$ cat config.mk
export PLATFORM = sky130hd
export DESIGN_NAME = data_modulate_kxk_flat
export DESIGN_NICKNAME = d
export VERILOG_FILES = /design/src/rtl/data_modulate_pkg.sv /design/src/rtl/data_modulate_kxk_if.sv /design/src/rtl/data_modulate_kxk_controller.sv /design/src/rtl/data_modulate_kxk.sv /design/src/flat_wrapper.sv
export SDC_FILE = /design/constraint.sdc
export NUM_CORES = 1
export LEC_CHECK = 0
export ABC_AREA = 1
export BUFFER_PORTS_ARGS = -buffer_cell sky130_fd_sc_hd__buf_2
export CELL_PAD_IN_SITES_DETAIL_PLACEMENT = 1
export CELL_PAD_IN_SITES_GLOBAL_PLACEMENT = 1
export CORE_UTILIZATION = 28
export DETAILED_ROUTE_END_ITERATION = 10
export MAX_ROUTING_LAYER = met4
export PLACE_DENSITY = 0.67
export SLEW_MARGIN = 5
export SYNTH_ARGS = -nofsm -noshare
export SYNTH_HDL_FRONTEND = slang
export SYNTH_SLANG_ARGS = --single-unit
$ cat constraint.sdc
create_clock -name clk -period 4.4 [get_ports clk]
set_input_delay 0 -clock clk [delete_from_list [all_inputs] [get_ports clk]]
set_output_delay 0 -clock clk [all_outputs]
set_load 0.05 [all_outputs]
$ cat src/rtl/data_modulate_pkg.sv
// Shared definitions for the KxK sliding-window modulator: controller state
// encoding and the legality rule for the window side length.
package data_modulate_pkg;

  typedef enum logic [1:0] {
    ST_IDLE = 2'd0,
    ST_RUN  = 2'd1,
    ST_DONE = 2'd2
  } state_t;

  localparam int K_MIN = 3;
  localparam int K_MAX = 9;

  function automatic bit k_is_legal(input int k);
    return (k >= K_MIN) && (k <= K_MAX) && ((k % 2) == 1);
  endfunction

endpackage

$ cat src/rtl/data_modulate_kxk_if.sv
// Column-in / window-out bus of the KxK window modulator, plus frame control
// and the controller state for observation.
interface data_modulate_kxk_if #(
  parameter int K      = 7,
  parameter int DATA_W = 8
) ();
  import data_modulate_pkg::*;

  // Both channels: a transfer happens on a rising clock edge where valid and
  // ready are high together; the sender holds valid and data stable until then.
  logic                     start_i;
  logic                     valid_i;
  logic                     ready_o;
  logic [K*DATA_W-1:0]      col_i;
  logic                     valid_o;
  logic                     ready_i;
  logic [K*K*DATA_W-1:0]    window_o;
  logic                     busy_o;
  logic                     done_o;
  state_t                   dbg_state;

  modport master (
    output start_i, valid_i, col_i, ready_i,
    input  ready_o, valid_o, window_o, busy_o, done_o, dbg_state
  );

  modport slave (
    input  start_i, valid_i, col_i, ready_i,
    output ready_o, valid_o, window_o, busy_o, done_o, dbg_state
  );

endinterface

$ cat src/rtl/data_modulate_kxk_controller.sv
// Frame controller: IDLE/RUN/DONE sequencing plus the column and row-group
// counters that decide which accepted beats complete a window.
module data_modulate_kxk_controller
  import data_modulate_pkg::*;
#(
  parameter int K    = 7,
  parameter int COLS = 640,
  parameter int ROWS = 480
) (
  input  logic   clk,
  input  logic   rst_n,
  input  logic   start,
  input  logic   beat_acc,
  input  logic   win_hs,
  output state_t state,
  output logic   busy,
  output logic   done,
  output logic   qualify
);

  localparam int CW = $clog2(COLS);
  localparam int RW = $clog2(ROWS - K + 2);
  localparam logic [CW-1:0] COL_LAST  = CW'(COLS - 1);
  localparam logic [CW-1:0] COL_FIRST = CW'(K - 1);
  localparam logic [RW-1:0] ROW_LAST  = RW'(ROWS - K);

  logic [CW-1:0] col_cnt;
  logic [RW-1:0] row_cnt;
  logic          last_pend;

  // A beat completes a window only once the current row has K columns in it.
  assign qualify = (col_cnt >= COL_FIRST);

  always_ff @(posedge clk or negedge rst_n) begin
    if (!rst_n) begin
      state     <= ST_IDLE;
      col_cnt   <= '0;
      row_cnt   <= '0;
      last_pend <= 1'b0;
      busy      <= 1'b0;
      done      <= 1'b0;
    end else begin
      case (state)
        ST_IDLE: begin
          col_cnt   <= '0;
          row_cnt   <= '0;
          last_pend <= 1'b0;
          done      <= 1'b0;
          if (start) begin
            state <= ST_RUN;
            busy  <= 1'b1;
          end
        end
        ST_RUN: begin
          if (beat_acc) begin
            if (col_cnt == COL_LAST) begin
              col_cnt <= '0;
              row_cnt <= row_cnt + 1'b1;
              if (row_cnt == ROW_LAST) last_pend <= 1'b1;
            end else begin
              col_cnt <= col_cnt + 1'b1;
            end
          end
          // last_pend is registered, so a handshake in the same cycle as the
          // final beat belongs to the previous window and does not end the frame.
          if (win_hs && last_pend) begin
            state <= ST_DONE;
            busy  <= 1'b0;
            done  <= 1'b1;
          end
        end
        ST_DONE: begin
          state     <= ST_IDLE;
          done      <= 1'b0;
          col_cnt   <= '0;
          row_cnt   <= '0;
          last_pend <= 1'b0;
        end
        default: begin
          state <= ST_IDLE;
          busy  <= 1'b0;
          done  <= 1'b0;
        end
      endcase
    end
  end

endmodule

$ cat src/rtl/data_modulate_kxk.sv
// KxK sliding-window former: shifts in one K-pixel column per accepted beat
// and presents each complete KxK window with a valid/ready handshake.
module data_modulate_kxk
  import data_modulate_pkg::*;
#(
  parameter int K      = 7,
  parameter int DATA_W = 8,
  parameter int COLS   = 640,
  parameter int ROWS   = 480
) (
  input  logic                clk,
  input  logic                rst_n,
  data_modulate_kxk_if.slave  bus
);

  if (!k_is_legal(K)) begin : g_bad_k
    $fatal(1, "data_modulate_kxk: K must be odd and within 3..9");
  end
  if (COLS < K) begin : g_bad_cols
    $fatal(1, "data_modulate_kxk: COLS must be >= K");
  end
  if (ROWS < K) begin : g_bad_rows
    $fatal(1, "data_modulate_kxk: ROWS must be >= K");
  end

  logic [K*K*DATA_W-1:0] window_q;
  logic                  valid_q;
  logic                  ready;
  logic                  beat_acc;
  logic                  win_hs;
  logic                  busy;
  logic                  done;
  logic                  qualify;
  state_t                state;

  // A held window blocks intake so it cannot be overwritten before it is taken.
  assign ready    = busy && (!valid_q || bus.ready_i);
  assign beat_acc = bus.valid_i && ready;
  assign win_hs   = valid_q && bus.ready_i;

  data_modulate_kxk_controller #(
    .K    (K),
    .COLS (COLS),
    .ROWS (ROWS)
  ) u_ctrl (
    .clk      (clk),
    .rst_n    (rst_n),
    .start    (bus.start_i),
    .beat_acc (beat_acc),
    .win_hs   (win_hs),
    .state    (state),
    .busy     (busy),
    .done     (done),
    .qualify  (qualify)
  );

  always_ff @(posedge clk or negedge rst_n) begin
    if (!rst_n) begin
      window_q <= '0;
    end else if (beat_acc) begin
      for (int r = 0; r < K; r++) begin
        for (int c = 0; c < K - 1; c++) begin
          window_q[(r*K + c)*DATA_W +: DATA_W] <= window_q[(r*K + c + 1)*DATA_W +: DATA_W];
        end
        window_q[(r*K + K - 1)*DATA_W +: DATA_W] <= bus.col_i[r*DATA_W +: DATA_W];
      end
    end
  end

  always_ff @(posedge clk or negedge rst_n) begin
    if (!rst_n) begin
      valid_q <= 1'b0;
    end else if (beat_acc && qualify) begin
      valid_q <= 1'b1;
    end else if (win_hs) begin
      valid_q <= 1'b0;
    end
  end

  assign bus.ready_o   = ready;
  assign bus.valid_o   = valid_q;
  assign bus.window_o  = window_q;
  assign bus.busy_o    = busy;
  assign bus.done_o    = done;
  assign bus.dbg_state = state;

endmodule

$ cat src/flat_wrapper.sv
// flat-port wrapper written by rule: the top's interface ports become plain ports
module data_modulate_kxk_flat import data_modulate_pkg::*;
#(
  parameter int K      = 7,
  parameter int DATA_W = 8,
  parameter int COLS   = 640,
  parameter int ROWS   = 480
)
  (clk, rst_n, bus_start_i, bus_valid_i, bus_col_i, bus_ready_i, bus_ready_o, bus_valid_o, bus_window_o, bus_busy_o, bus_done_o, bus_dbg_state);
  data_modulate_kxk_if #(.K(K), .DATA_W(DATA_W)) bus_i ();
  input  logic clk;
  input  logic rst_n;
  input wire logic [$bits(bus_i.start_i)-1:0] bus_start_i;
  input wire logic [$bits(bus_i.valid_i)-1:0] bus_valid_i;
  input wire logic [$bits(bus_i.col_i)-1:0] bus_col_i;
  input wire logic [$bits(bus_i.ready_i)-1:0] bus_ready_i;
  output wire logic [$bits(bus_i.ready_o)-1:0] bus_ready_o;
  output wire logic [$bits(bus_i.valid_o)-1:0] bus_valid_o;
  output wire logic [$bits(bus_i.window_o)-1:0] bus_window_o;
  output wire logic [$bits(bus_i.busy_o)-1:0] bus_busy_o;
  output wire logic [$bits(bus_i.done_o)-1:0] bus_done_o;
  output wire logic [$bits(bus_i.dbg_state)-1:0] bus_dbg_state;
  assign bus_i.start_i = bus_start_i;
  assign bus_i.valid_i = bus_valid_i;
  assign bus_i.col_i = bus_col_i;
  assign bus_i.ready_i = bus_ready_i;
  assign bus_ready_o = bus_i.ready_o;
  assign bus_valid_o = bus_i.valid_o;
  assign bus_window_o = bus_i.window_o;
  assign bus_busy_o = bus_i.busy_o;
  assign bus_done_o = bus_i.done_o;
  assign bus_dbg_state = bus_i.dbg_state;
  data_modulate_kxk #(.K(K), .DATA_W(DATA_W), .COLS(COLS), .ROWS(ROWS)) u_core (.clk(clk), .rst_n(rst_n), .bus(bus_i));
endmodule
# After elaboration in Yosys (flattened, before gate mapping)
# Index checks and enable logic that the tools add are counted.
# Widths: inputs -> output; s select.
# word_totals
register_bits	417
inputBits	61
output_inout_bits	398
word_cells	57
# classes
addsub	2
n_lt_le_gt_ge	1
n_eq_ne	9
muxes	20
bitwise	1
n_reduce_logical	16
# ops
op	count
$mux 10	2
$pmux 10 s2	1
$mux 9	2
$pmux 9 s2	1
$add 10x1->10 const B	1
$eq 10x10->1 const B	1
$ge 10x3->1 const B	1
$add 9x1->9 const B	1
$eq 9x9->1 const B	1
$mux 1	9
$ne 2x2->1 const B	4
$reduce_and 3->1	2
$logic_and 1x1->1	5
$mux 2	2
$pmux 2 s2	1
$reduce_and 2->1	2
$reduce_and 4->1	1
$reduce_bool 2->1	2
$pmux 1 s3	1
$eq 2x1->1 const B	1
$eq 2x2->1 const B	1
$logic_not 2->1	1
$ne 2x1->1 const B	1
$pmux 1 s2	1
other kinds (4)	4

# Depth between registers and ports, before layout
# Gate-level depths: netlist of run 1.
# depth
depth_word	6
mapped_depth	10
depth_no_buf	10

# By module
# From an unflattened synthesis of run 1, not the netlist that was laid out.
# hier_totals
hier_cells	1930
area_unflattened_um2	17600.6
# modules_own_cells
module	instances	cells_each	area_per_inst_um2	seq_area_each_um2
data_modulate_kxk	1	1752	16149.2	9834.4
data_modulate_kxk_controller	1	178	1451.4	600.6

# Least setup slack after synthesis of run 1
# OpenSTA, ideal clock, no wires.
# synth_path
path_type	reg-to-reg
startpoint	reg u_core.u_ctrl.state[0]
endpoint	reg u_core.u_ctrl.col_cnt[2]
setup_ns	0.123
arrival_ns	1.464
t_required_ns	4.277
path_slack_ns	2.813
path_stages_with_launch	9
path_buffers	1
period_less_slack_ns	1.587
path_cell_list	dfrtp_1 > buf_4 > inv_2 > nor2_4 > nand2_2 > nand2_2 > inv_1 > nand2_1 > o21ai_1
# synth_between
elab_chain_cells	4
elab_cells_between_ends	8
classes_between	3 x eq/ne; 1 x mux; 4 x reduce/logical
# synth_rtl
item	line_no	text
from (decl)	data_modulate_kxk_controller.sv:15	output state_t state,
from (signal assigned)	data_modulate_kxk_controller.sv:36	state <= ST_IDLE;
from (signal assigned)	data_modulate_kxk_controller.sv:50	state <= ST_RUN;
from (signal assigned)	data_modulate_kxk_controller.sv:67	state <= ST_DONE;
$eq 2x2->1 or $logic_not 2->1 (tied branches)	data_modulate_kxk_controller.sv:43	case (state)
$reduce_or 2->1 (no source line)	-	
$reduce_bool 2->1 (no source line)	-	
$reduce_and 2->1 (no source line)	-	
to (signal assigned)	data_modulate_kxk_controller.sv:61	col_cnt <= col_cnt + 1'b1;
to (decl)	data_modulate_kxk_controller.sv:27	logic [CW-1:0] col_cnt;
# Parallel ways exist; a longest one is shown, timed or not.
# A chain may end at the register's enable or synchronous reset.

# Worst setup path after layout of run 1
# layout_path
startpoint	reg u_core.valid_q, in the netlist u_core.bus.valid_o
endpoint	reg u_core.window_q[135], in the netlist u_core.bus.window_o[135]
# layout_between
elab_chain_cells	4
# layout_rtl
item	line_no	text
from (decl)	data_modulate_kxk.sv:27	logic valid_q;
from (signal assigned)	data_modulate_kxk.sv:72	valid_q <= 1'b0;
from (signal assigned)	data_modulate_kxk.sv:74	valid_q <= 1'b1;
from (signal assigned)	data_modulate_kxk.sv:76	valid_q <= 1'b0;
$logic_not 1->1	data_modulate_kxk.sv:37	assign ready = busy && (!valid_q || bus.ready_i);
$logic_or 1x1->1	data_modulate_kxk.sv:37	
$logic_and 1x1->1	data_modulate_kxk.sv:37	
$logic_and 1x1->1	data_modulate_kxk.sv:38	assign beat_acc = bus.valid_i && ready;
to (signal, indexed assignment)	data_modulate_kxk.sv:63	window_q[(r*K + c)*DATA_W +: DATA_W] <= window_q[(r*K + c + 1)*DATA_W +: DATA_W];
to (signal, indexed assignment)	data_modulate_kxk.sv:65	window_q[(r*K + K - 1)*DATA_W +: DATA_W] <= bus.col_i[r*DATA_W +: DATA_W];
to (decl)	data_modulate_kxk.sv:26	logic [K*K*DATA_W-1:0] window_q;
# Every way passes these cells.

==> impl_results.md, run 1 <==
- Drt total wl: 49500 um
- F_max: 398 MHz
- Net Count, Synth: 1761
- Critical path cell sequence: nand2_2 -> nand3_4 -> clkinv_8 -> buf_4 -> o21ai_0
- Die Wd: 241 um
- Final instance area: 21200 sq um
- HPWL after detailed placement: 33800 um
- Startpoint type of the worst setup path: flip-flop
- Synth Cell Area: 16000 sq um
- Commonest cells after routing, fill and taps aside: nand2_1, buf_2, dfrtp_1
- Resize count post-CTS: 0
- Netlist cell types: 27
- Clock root buffer: clkbuf_16
- Area of the die: 58000 sq um
- Critical path fanouts, max: 163
- Required @ worst endpoint: 4.82 ns
- Setup TNS: 0 ns
- Io pins: 459
- Crit path kind: flip-flop to flip-flop
- Synth top area share: 65.3%
- Grt total ovfl: 0
- Final hold vios: 0
- Syn. warnings: 0
- P&R area growth vs syn: 32.9%
- Total Nets Final: 2252
- Fillers: 6689
- Endpoints failing setup: 0
- DRT iter0 DRCs: 708
- Routability congestion estimate: 0.818
- MaxCap Viol Count: 0
- RSZ-0062 raised after global routing: no
- Port Buffers: 458
- Worst relative slew slack: 18.8%
- Dpl cell area: 18900 sq um
- Routed len/inst: 16.6 um
- Worst stage delay on the critical path: 0.56 ns
- Crit path DAT: 2.93 ns
- Max Slew Vio Count: 0
- Post-synth ARST share: 100%
- Multi-input combinational cell area: 4370 sq um
- Slowest-stage cell, CP: clkinv_8
- Number of synthesized flops with an enable pin: 0
- Worst Setup End Kind: flip-flop
- Worst-Margin Slew: 1.22 ns
- Synth Flop Type: dfrtp_1
- Share of layout cells above drive strength 1: 25.3%
- Row count: 87
- Clk sink count: 417
- Hold Path Class: input pin to asynchronous set/reset pin
- Most common cell after layout, fill and taps aside: nand2_1
- #FFs+latches synth: 417
- Setup repair bufs after CTS: 0
- Final period util: 57.1%
- Max Buffers Root-to-Sink: 3
- 1st-pass router iterations: 5
- Area leader, netlist: dfrtp_1
- Clock slew seen by the registers of the worst setup and hold paths: 0.06 ns
- Syn_area_per_cell: 9.42 sq um
- Initial Util: 28.3%
- Maximum level of the CTS H-tree: 2
- Storage element area: 10400 sq um
- Via density: 4.39
- Status: complete, no violations
- Worst clock skew: 0.0142 ns
- Core area: 56400 sq um
- First-pass GRT wire length: 77800 um
- Leading post-synthesis cells by cell area: dfrtp_1, nand2_1, o21ai_0
- Seq/Total Area, Yosys: 65.3%
- Worst-skew pair later-pin latency: 0.57 ns
- Cells after Synth: 1696
- Antenna violations before repair: 2
- Drt drc: 0
- Global-route usage over all layers: 17.3%
- TritonCTS Buffers: 46
- Number of global-route vias before repair: 13.9k
- Tmin final: 2.51 ns
- Largest net degree at the start of global routing: 254
- Die H: 241 um
- Antenna-violating nets left: 0
- Post-CTS Hold Buffers: 60
- Vias: 13.1k
- CTS tree: done
## cells in the mapped netlist, drive strengths merged, types with 4 or more instances
cell and n:
buf 68, ha 4, nand2 574, nand3 20
clkbuf 19, inv 192, nor2 31, o21ai 351
dfrtp 417
## routing by layer
layer	GRT usage, %	routed length (um)	share of wire, %
met3	3.25	2280	4.6
met5	-	0	0
met4	6.31	1800	3.6
met1	21.0	20800	42
met2	28.7	24700	50
## final cells by class
class / instances / share of cell area (%)
clock inverter: 15 / 1.31
multi-input combinational: 999 / 20.6
antenna: 2 / 0.0236
timing repair buffer: 530 / 14.3
tap: 756 / 4.46
clock buffer: 68 / 6.68
inverter: 193 / 3.47
sequential: 417 / 49.2
## worst paths after layout
| check | startpoint | end | slack, ns | cells past startpoint |
|---|---|---|---|---|
| worst max-delay path | u_core.bus.valid_o | u_core.bus.window_o[135] | 1.89 | 5 |
| worst min-delay path | rst_n | u_core.bus.window_o[172] | 0.06 | 2 |
| worst max register to register | u_core.bus.valid_o | u_core.bus.window_o[135] | 1.89 | 5 |
| worst min register to register | u_core.bus.window_o[56] | u_core.bus.window_o[56] | 0.47 | 2 |
| max in group asynchronous | rst_n | u_core.bus.window_o[202] | 3.14 | 3 |
| min in group clk | bus_valid_i | u_core.bus.window_o[12] | 0.10 | 3 |
## worst max-delay path, delay by kind of cell (launching register included)
family,cells,cell delay [ns]
simple gates,2,0.48
buf+inv,2,1.06
compound gates,1,0.17
flops,1,0.41
## metrics by stage
| step | util [%] | setup slack (ns) | instances | hold WS [ns] |
|---|---|---|---|---|
| 2_1_floorplan | - | 2.81 | 1696 | -0.296 |
| 3_3_place_gp | 33.6 | 2.13 | 2835 | 0.0909 |
| 3_5_place_dp | 33.6 | 2.04 | 2835 | 0.0976 |
| 4_1_cts | 37.6 | 1.99 | 2978 | 0.0762 |
| 5_1_grt | 37.6 | 1.68 | 2980 | 0.124 |
| 6_report | 37.6 | 1.89 | 2980 | 0.0579 |
## sequential cells by signal, summed over array words and instances (netlist names)
signal and count:
u_core.u_ctrl.busy 1, u_core.u_ctrl.last_pend 1, u_core.bus.valid_o 1, u_core.u_ctrl.row_cnt 9
u_core.u_ctrl.done 1, u_core.u_ctrl.col_cnt 10, u_core.u_ctrl.state 2, u_core.bus.window_o 392
## cells by family (layout without fill, tap and decap cells)
| family | count (synthesis) | count (layout) | synth area share (%) |
|---|---|---|---|
| simple gates | 631 | 631 | 15.4 |
| compound gates | 358 | 358 | 11.3 |
| other cells | 0 | 2 | 0 |
| fa+ha+maj | 4 | 4 | 0.313 |
| buf+inv | 280 | 806 | 7.32 |
| xor+xnor | 6 | 6 | 0.329 |
| flops | 417 | 417 | 65.3 |
Power of run 1 is left out: the tool's default activity adds up to more than one toggle a clock period on the data nets, which glitch-free logic cannot reach.
==> inputs of run 2 (changes only) <==
- clock period: 4.4 -> 2.4 ns (I/O delays scaled with it)
==> impl_results.md, run 2 (same netlist as run 1, synthesis figures left out) <==
- Status: complete, no violations
- Antenna violations before repair: 2 (unchanged)
- Placement Setup Slack: 0.704 ns (-1.34 ns)
- Max Slew Vio Count: 0 (unchanged)
- TritonCTS Buffers: 48 (+4.3%)
- Routed len/inst: 16.9 um (+1.9%)
- Worst relative slew slack: 36.8% (+18 points)
- Worst Setup End Kind: flip-flop
- Critical path fanouts, max: 10 (-94%)
- P&R area growth vs syn: 33.5%
- Drt drc: 0 (unchanged)
- Commonest cells after routing, fill and taps aside: nand2_1, buf_2, dfrtp_1
- Grt total ovfl: 0 (unchanged)
- Core area: 56400 sq um (unchanged)
- Final hold vios: 0 (unchanged)
- Global-route usage over all layers: 17.7% (+0.33 points)
- DRT iter0 DRCs: 696 (-1.7%)
- Die Wd: 241 um (unchanged)
- Worst-skew pair later-pin latency: 0.57 ns (about the same)
- Number of global-route vias before repair: 13.8k (-0.32%)
- Port Buffers: 458 (unchanged)
- CTS tree: done
- 1st-pass router iterations: 4 (-1)
- Resize count post-CTS: 0 (unchanged)
- Vias: 13.3k (+2.0%)
- Fin Hold WS: 0.0922 ns (+0.0343 ns)
- Max reg flops: 392 (unchanged)
- Crit path DAT: 2.32 ns (-0.61 ns)
- Clock slew seen by the registers of the worst setup and hold paths: 0.06 ns (about the same)
- F_max: 534 MHz (+34%)
- Routability congestion estimate: 0.816 (-0.28%)
- Largest net degree at the start of global routing: 181 (-29%)
- Endpoints failing setup: 0 (unchanged)
- Most common cell after layout, fill and taps aside: nand2_1
- Required @ worst endpoint: 2.85 ns (-1.97 ns)
- Row count: 87 (unchanged)
- Clk sink count: 417 (unchanged)
- Die H: 241 um (unchanged)
- Worst-Margin Slew: 0.948 ns (-0.271 ns)
- Hold Path Class: input pin to flip-flop
- Io pins: 459 (unchanged)
- Setup ws final: 0.528 ns (-1.36 ns)
- Multi-input combinational cell area: 4370 sq um (unchanged)
- Startpoint type of the worst setup path: flip-flop
- Total Nets Final: 2272 (+0.89%)
- Crit path kind: flip-flop to flip-flop
- Final period util: 78.0% (+21 points)
- Storage element area: 10400 sq um (unchanged)
- Worst clock skew: 0.0101 ns (-0.00404 ns)
- Initial Util: 28.3% (unchanged)
- Tmin final: 1.87 ns (-0.639 ns)
- Share of layout cells above drive strength 1: 25.7% (+0.44 points)
- RSZ-0062 raised after global routing: no
- Via density: 4.45 (+1.3%)
- MaxCap Viol Count: 0 (unchanged)
- Antenna-violating nets left: 0 (unchanged)
- First-pass GRT wire length: 78900 um (+1.4%)
- Maximum level of the CTS H-tree: 2 (unchanged)
- Setup TNS: 0 ns (unchanged)
- Max Buffers Root-to-Sink: 3 (unchanged)
- Fillers: 6683 (-0.090%)
- Area of the die: 58000 sq um (unchanged)
- Clock root buffer: clkbuf_16
- HPWL after detailed placement: 35200 um (+4.1%)
- Drt total wl: 50800 um (+2.6%)
==> run 2: changes by cell type in the layout (fill, tap and decap cells not counted) <==
cell / change
clkinv_4: +3
buf_4: +9
clkbuf_8: -1
clkbuf_1: +4
dlygate4sd3_1: +1
inv_6: +3
bufinv_16: -7
buf_12: +7
buf_16: +1
==> run 2: final timing paths <==
path / start / endpoint / slack (ns) / depth (start not counted)
max: u_core.u_ctrl.state[0] / u_core.u_ctrl.busy / 0.53 / 7
max in group asynchronous: rst_n / u_core.bus.window_o[307] / 1.12 / 5
min: bus_valid_i / u_core.bus.window_o[333] / 0.09 / 4
min reg2reg: u_core.bus.window_o[60] / u_core.bus.window_o[60] / 0.48 / 2
min in group asynchronous: rst_n / u_core.bus.window_o[112] / 0.46 / 3
max reg2reg: u_core.u_ctrl.state[0] / u_core.u_ctrl.busy / 0.53 / 7
==> run 2: cell type report <==
class / count / area share (%)
inverter: 193 / 3.46
timing repair buffer: 548 / 15.4
multi-input combinational: 999 / 20.5
clock buffer: 71 / 6.66
antenna: 2 / 0.0235
clock inverter: 14 / 0.563
sequential: 417 / 49.0
tap: 756 / 4.44
==> run 2: per-stage QoR <==
stage	instances	util, %	instance area [sq um]
2_1_floorplan	1696	-	16000
5_1_grt	3000	37.8	21300
3_3_place_gp	2851	33.9	19100
4_1_cts	2998	37.8	21300
6_report	3000	37.8	21300
3_5_place_dp	2851	33.9	19100
==> run 2: critical path: stages (launching register included) <==
cell	delay [ns]
dfrtp_1	0.50
inv_2	0.23
nor2_4	0.08
nand2_1	0.07
nand2_1	0.04
dlygate4sd3_1	0.57
o21ai_0	0.18
inv_1	0.07
==> run 2: metal layers <==
metal  global-route usage, %  part of all wire, %  routed length (um)  vias up
li1                        -                    -                   -     6334
met1                    22.0                   42               21500     6607
met2                    28.8                   50               25500      295
met3                    3.13                  4.1                2100      105
met4                    6.29                  3.4                1730        0
met5                       -                    0                   0        -
==> run 2: what timing repair did <==
action                    in CTS  in global routing
hold endpoints to repair     472                  0
hold buffers                  62                  0
setup buffers                  0                  0
Power of run 2 is left out for the same reason.
==> inputs of run 3 (changes only) <==
- ABC_AREA: 1 -> 0
- PLACE_DENSITY: 0.67 -> 0.65
- clock period: 2.4 -> 1.7 ns (I/O delays scaled with it)
==> impl_results.md, run 3 <==
- Status: finished, violations left
- Failing checks: negative setup slack
- Number of synthesized flops with an enable pin: 0 (unchanged)
- Most numerous cell in the Yosys netlist: dfrtp_1
- Setup ws final: -0.266 ns (-0.793 ns)
- Routability congestion estimate: 0.799 (-2.0%)
- Leading post-synthesis cells by cell area: dfrtp_1, mux2_2, buf_2
- Post-synth ARST share: 100% (unchanged)
- Storage element area: 10400 sq um (about the same)
- Most common cell after layout, fill and taps aside: buf_2
- Fillers: 5815 (-13%)
- Worst Setup End Kind: flip-flop
- Drt total wl: 46800 um (-7.9%)
- Syn. warnings: 0 (unchanged)
- Post-Place Cells: 2210 (-22%)
- Multi-input combinational cell area: 5260 sq um (+21%)
- Clk sink count: 417 (unchanged)
- Worst R2R Setup Slack: -0.27 ns (-0.79 ns)
- Row count: 86 (-1.1%)
- Drt drc: 0 (unchanged)
- Final hold vios: 0 (unchanged)
- Initial Util: 28.5% (+0.21 points)
- Netlist cell types: 37 (+37%)
- Synth top area share: 66.0% (+0.66 points)
- Hold Path Class: input pin to flip-flop
- Area of the die: 57400 sq um (-0.99%)
- Die H: 240 um (-0.50%)
- Required @ worst endpoint: 2.14 ns (-0.71 ns)
- Final period util: 116% (+38 points)
- Reg2reg end: u_core.u_ctrl.row_cnt[7]
- Critical path fanouts, max: 9 (-1)
- Synth Cell Area: 15800 sq um (-1.0%)
- Max Buffers Root-to-Sink: 3 (unchanged)
- CTS tree: done
- Worst clock skew: 0.0133 ns (+0.00323 ns)
- Grt total ovfl: 0 (unchanged)
- HPWL after detailed placement: 30700 um (-13%)
- Total Nets Final: 1670 (-26%)
- Largest net degree at the start of global routing: 80 (-56%)
- Max Slew Vio Count: 0 (unchanged)
- Commonest cells after routing, fill and taps aside: buf_2, dfrtp_1, mux2_2
- Cells after Synth: 974 (-43%)
- Clock root buffer: clkbuf_16
- DRT iter0 DRCs: 312 (-55%)
- Die Wd: 240 um (-0.50%)
- Syn_area_per_cell: 16.2 sq um (+72%)
- Startpoint type of the worst setup path: flip-flop
- 1st-pass router iterations: 4 (unchanged)
- Global-route usage over all layers: 16.2% (-1.5 points)
- Crit path DAT: 2.40 ns (+0.08 ns)
- Core area: 55400 sq um (-1.7%)
- Area leader, netlist: dfrtp_1
- Worst hold path cell count: 5 (+1)
- Synth Flop Type: dfrtp_1
- Port Buffers: 458 (unchanged)
- Routed len/inst: 19.6 um (+16%)
- Antenna violations before repair: 1 (-1)
- Maximum level of the CTS H-tree: 2 (unchanged)
- Crit path kind: flip-flop to flip-flop
- Net Count, Synth: 1039 (-41%)
- Worst-Margin Slew: 0.522 ns (-0.426 ns)
- Placement Setup Slack: -0.256 ns (-0.960 ns)
- Tmin final: 1.97 ns (+0.0930 ns)
- P&R area growth vs syn: 43.1%
- MaxCap Viol Count: 0 (unchanged)
- TritonCTS Buffers: 47 (-2.1%)
- Via density: 4.45 (+0.16%)
- Endpoints failing setup: 17 (+17)
- First-pass GRT wire length: 69400 um (-12%)
- Share of layout cells above drive strength 1: 65.0% (+39 points)
- F_max: 509 MHz (-4.7%)
- Synth top cells by count: dfrtp_1, mux2_2, buf_2
- HP Start: bus_ready_i
- #FFs+latches synth: 417 (unchanged)
- Worst-skew pair later-pin latency: 0.56 ns (about the same)
- Max reg flops: 392 (unchanged)
- Antenna-violating nets left: 0 (unchanged)
- Io pins: 459 (unchanged)
- Vias: 10.7k (-20%)
- Seq/Total Area, Yosys: 66.0% (+0.66 points)
- Hold Path End: u_core.u_ctrl.col_cnt[4]
- Worst relative slew slack: 65.0% (+28 points)
- Reg2reg start: u_core.u_ctrl.col_cnt[4]
- Reg2reg path depth: 6 (-1)
- Clock slew seen by the registers of the worst setup and hold paths: 0.06 ns (about the same)
- RSZ-0062 raised after global routing: yes
- Number of global-route vias before repair: 11.7k (-16%)
- Post-Layout Cell Count: 2392 (-20%)
==> run 3: cell count changes after synthesis, moves of 17 or more <==
cell	previous run	this run
nand2_1	568	11
mux2_2	0	392
o21ai_0	225	3
inv_1	189	6
o21ai_1	125	5
nor2_1	26	3
buf_2	56	39
==> run 3: logic make-up after synthesis <==
logic type,Yosys count,synth area share (%)
XOR/XNOR,2,0.111
buffers and inverters,56,1.73
multiplexers,393,28.0
flip-flops,417,66.0
AND/OR/NAND/NOR,65,2.48
adder cells (fa/ha/maj),4,0.317
AO/OA/AOI/OAI,37,1.38
==> run 3: repair_timing <==
item | 4_1_cts | 5_1_grt
resized for setup | 35 | 41
cloned | 7 | 11
pin swaps | 15 | 7
hold buffers | 62 | 0
buffers inserted | 13 | 2
endpoints found under the setup margin | 108 | 201
endpoints found under the hold margin | 478 | 0
==> run 3: how the worst max path moves through the flow <==
stage | startpoint | end | slack (ns) | cells past startpoint
2_1_floorplan | u_core.u_ctrl.busy | u_core.u_ctrl.row_cnt[2] | -0.26 | 6
6_report | u_core.u_ctrl.col_cnt[4] | u_core.u_ctrl.row_cnt[7] | -0.27 | 6
3_5_place_dp | u_core.u_ctrl.col_cnt[4] | u_core.u_ctrl.row_cnt[8] | -0.26 | 4
3_3_place_gp | u_core.u_ctrl.col_cnt[2] | u_core.u_ctrl.row_cnt[6] | -0.18 | 4
5_1_grt | u_core.u_ctrl.col_cnt[4] | u_core.u_ctrl.row_cnt[7] | -0.35 | 6
4_1_cts | u_core.u_ctrl.col_cnt[2] | u_core.u_ctrl.row_cnt[5] | -0.23 | 4
==> run 3: cell type report <==
type,instances,share of cell area [%]
antenna,2,0.0221
clock buffer,73,6.44
timing repair buffer,630,19.5
sequential,417,46.1
clock inverter,13,0.437
tap,748,4.14
multi-input combinational,503,23.3
inverter,6,0.0995
==> run 3: metrics by stage <==
| step | TNS [ns] | hold WS, ns | instance area, sq um | util (%) |
|---|---|---|---|---|
| 2_1_floorplan | -91.04 | -0.296 | 15900 | - |
| 3_3_place_gp | -1.50 | -0.0335 | 19600 | 35.3 |
| 3_5_place_dp | -2.66 | -0.0291 | 19600 | 35.3 |
| 4_1_cts | -2.82 | 0.00512 | 22200 | 40.0 |
| 5_1_grt | -4.94 | 0.0645 | 22600 | 40.8 |
| 6_report | -3.04 | 0.0688 | 22600 | 40.8 |
==> run 3: critical path, stage by stage, from the launching register on <==
cell,delay [ns]
dfrtp_1,0.36
nand4_1,0.23
buf_4,0.21
or4_4,0.55
buf_4,0.17
o31ai_4,0.24
a21oi_2,0.08
==> run 3: routing by layer <==
| layer | vias to the layer above | GRT usage [%] | share of wire [%] | routed length, um |
|---|---|---|---|---|
| li1 | 4781 | - | - | - |
| met1 | 5442 | 18.8 | 40 | 18500 |
| met2 | 352 | 26.4 | 50 | 23300 |
| met3 | 79 | 5.12 | 7.7 | 3610 |
| met4 | 0 | 5.28 | 2.9 | 1380 |
| met5 | - | - | 0 | 0 |
Power of run 3 is left out for the same reason.
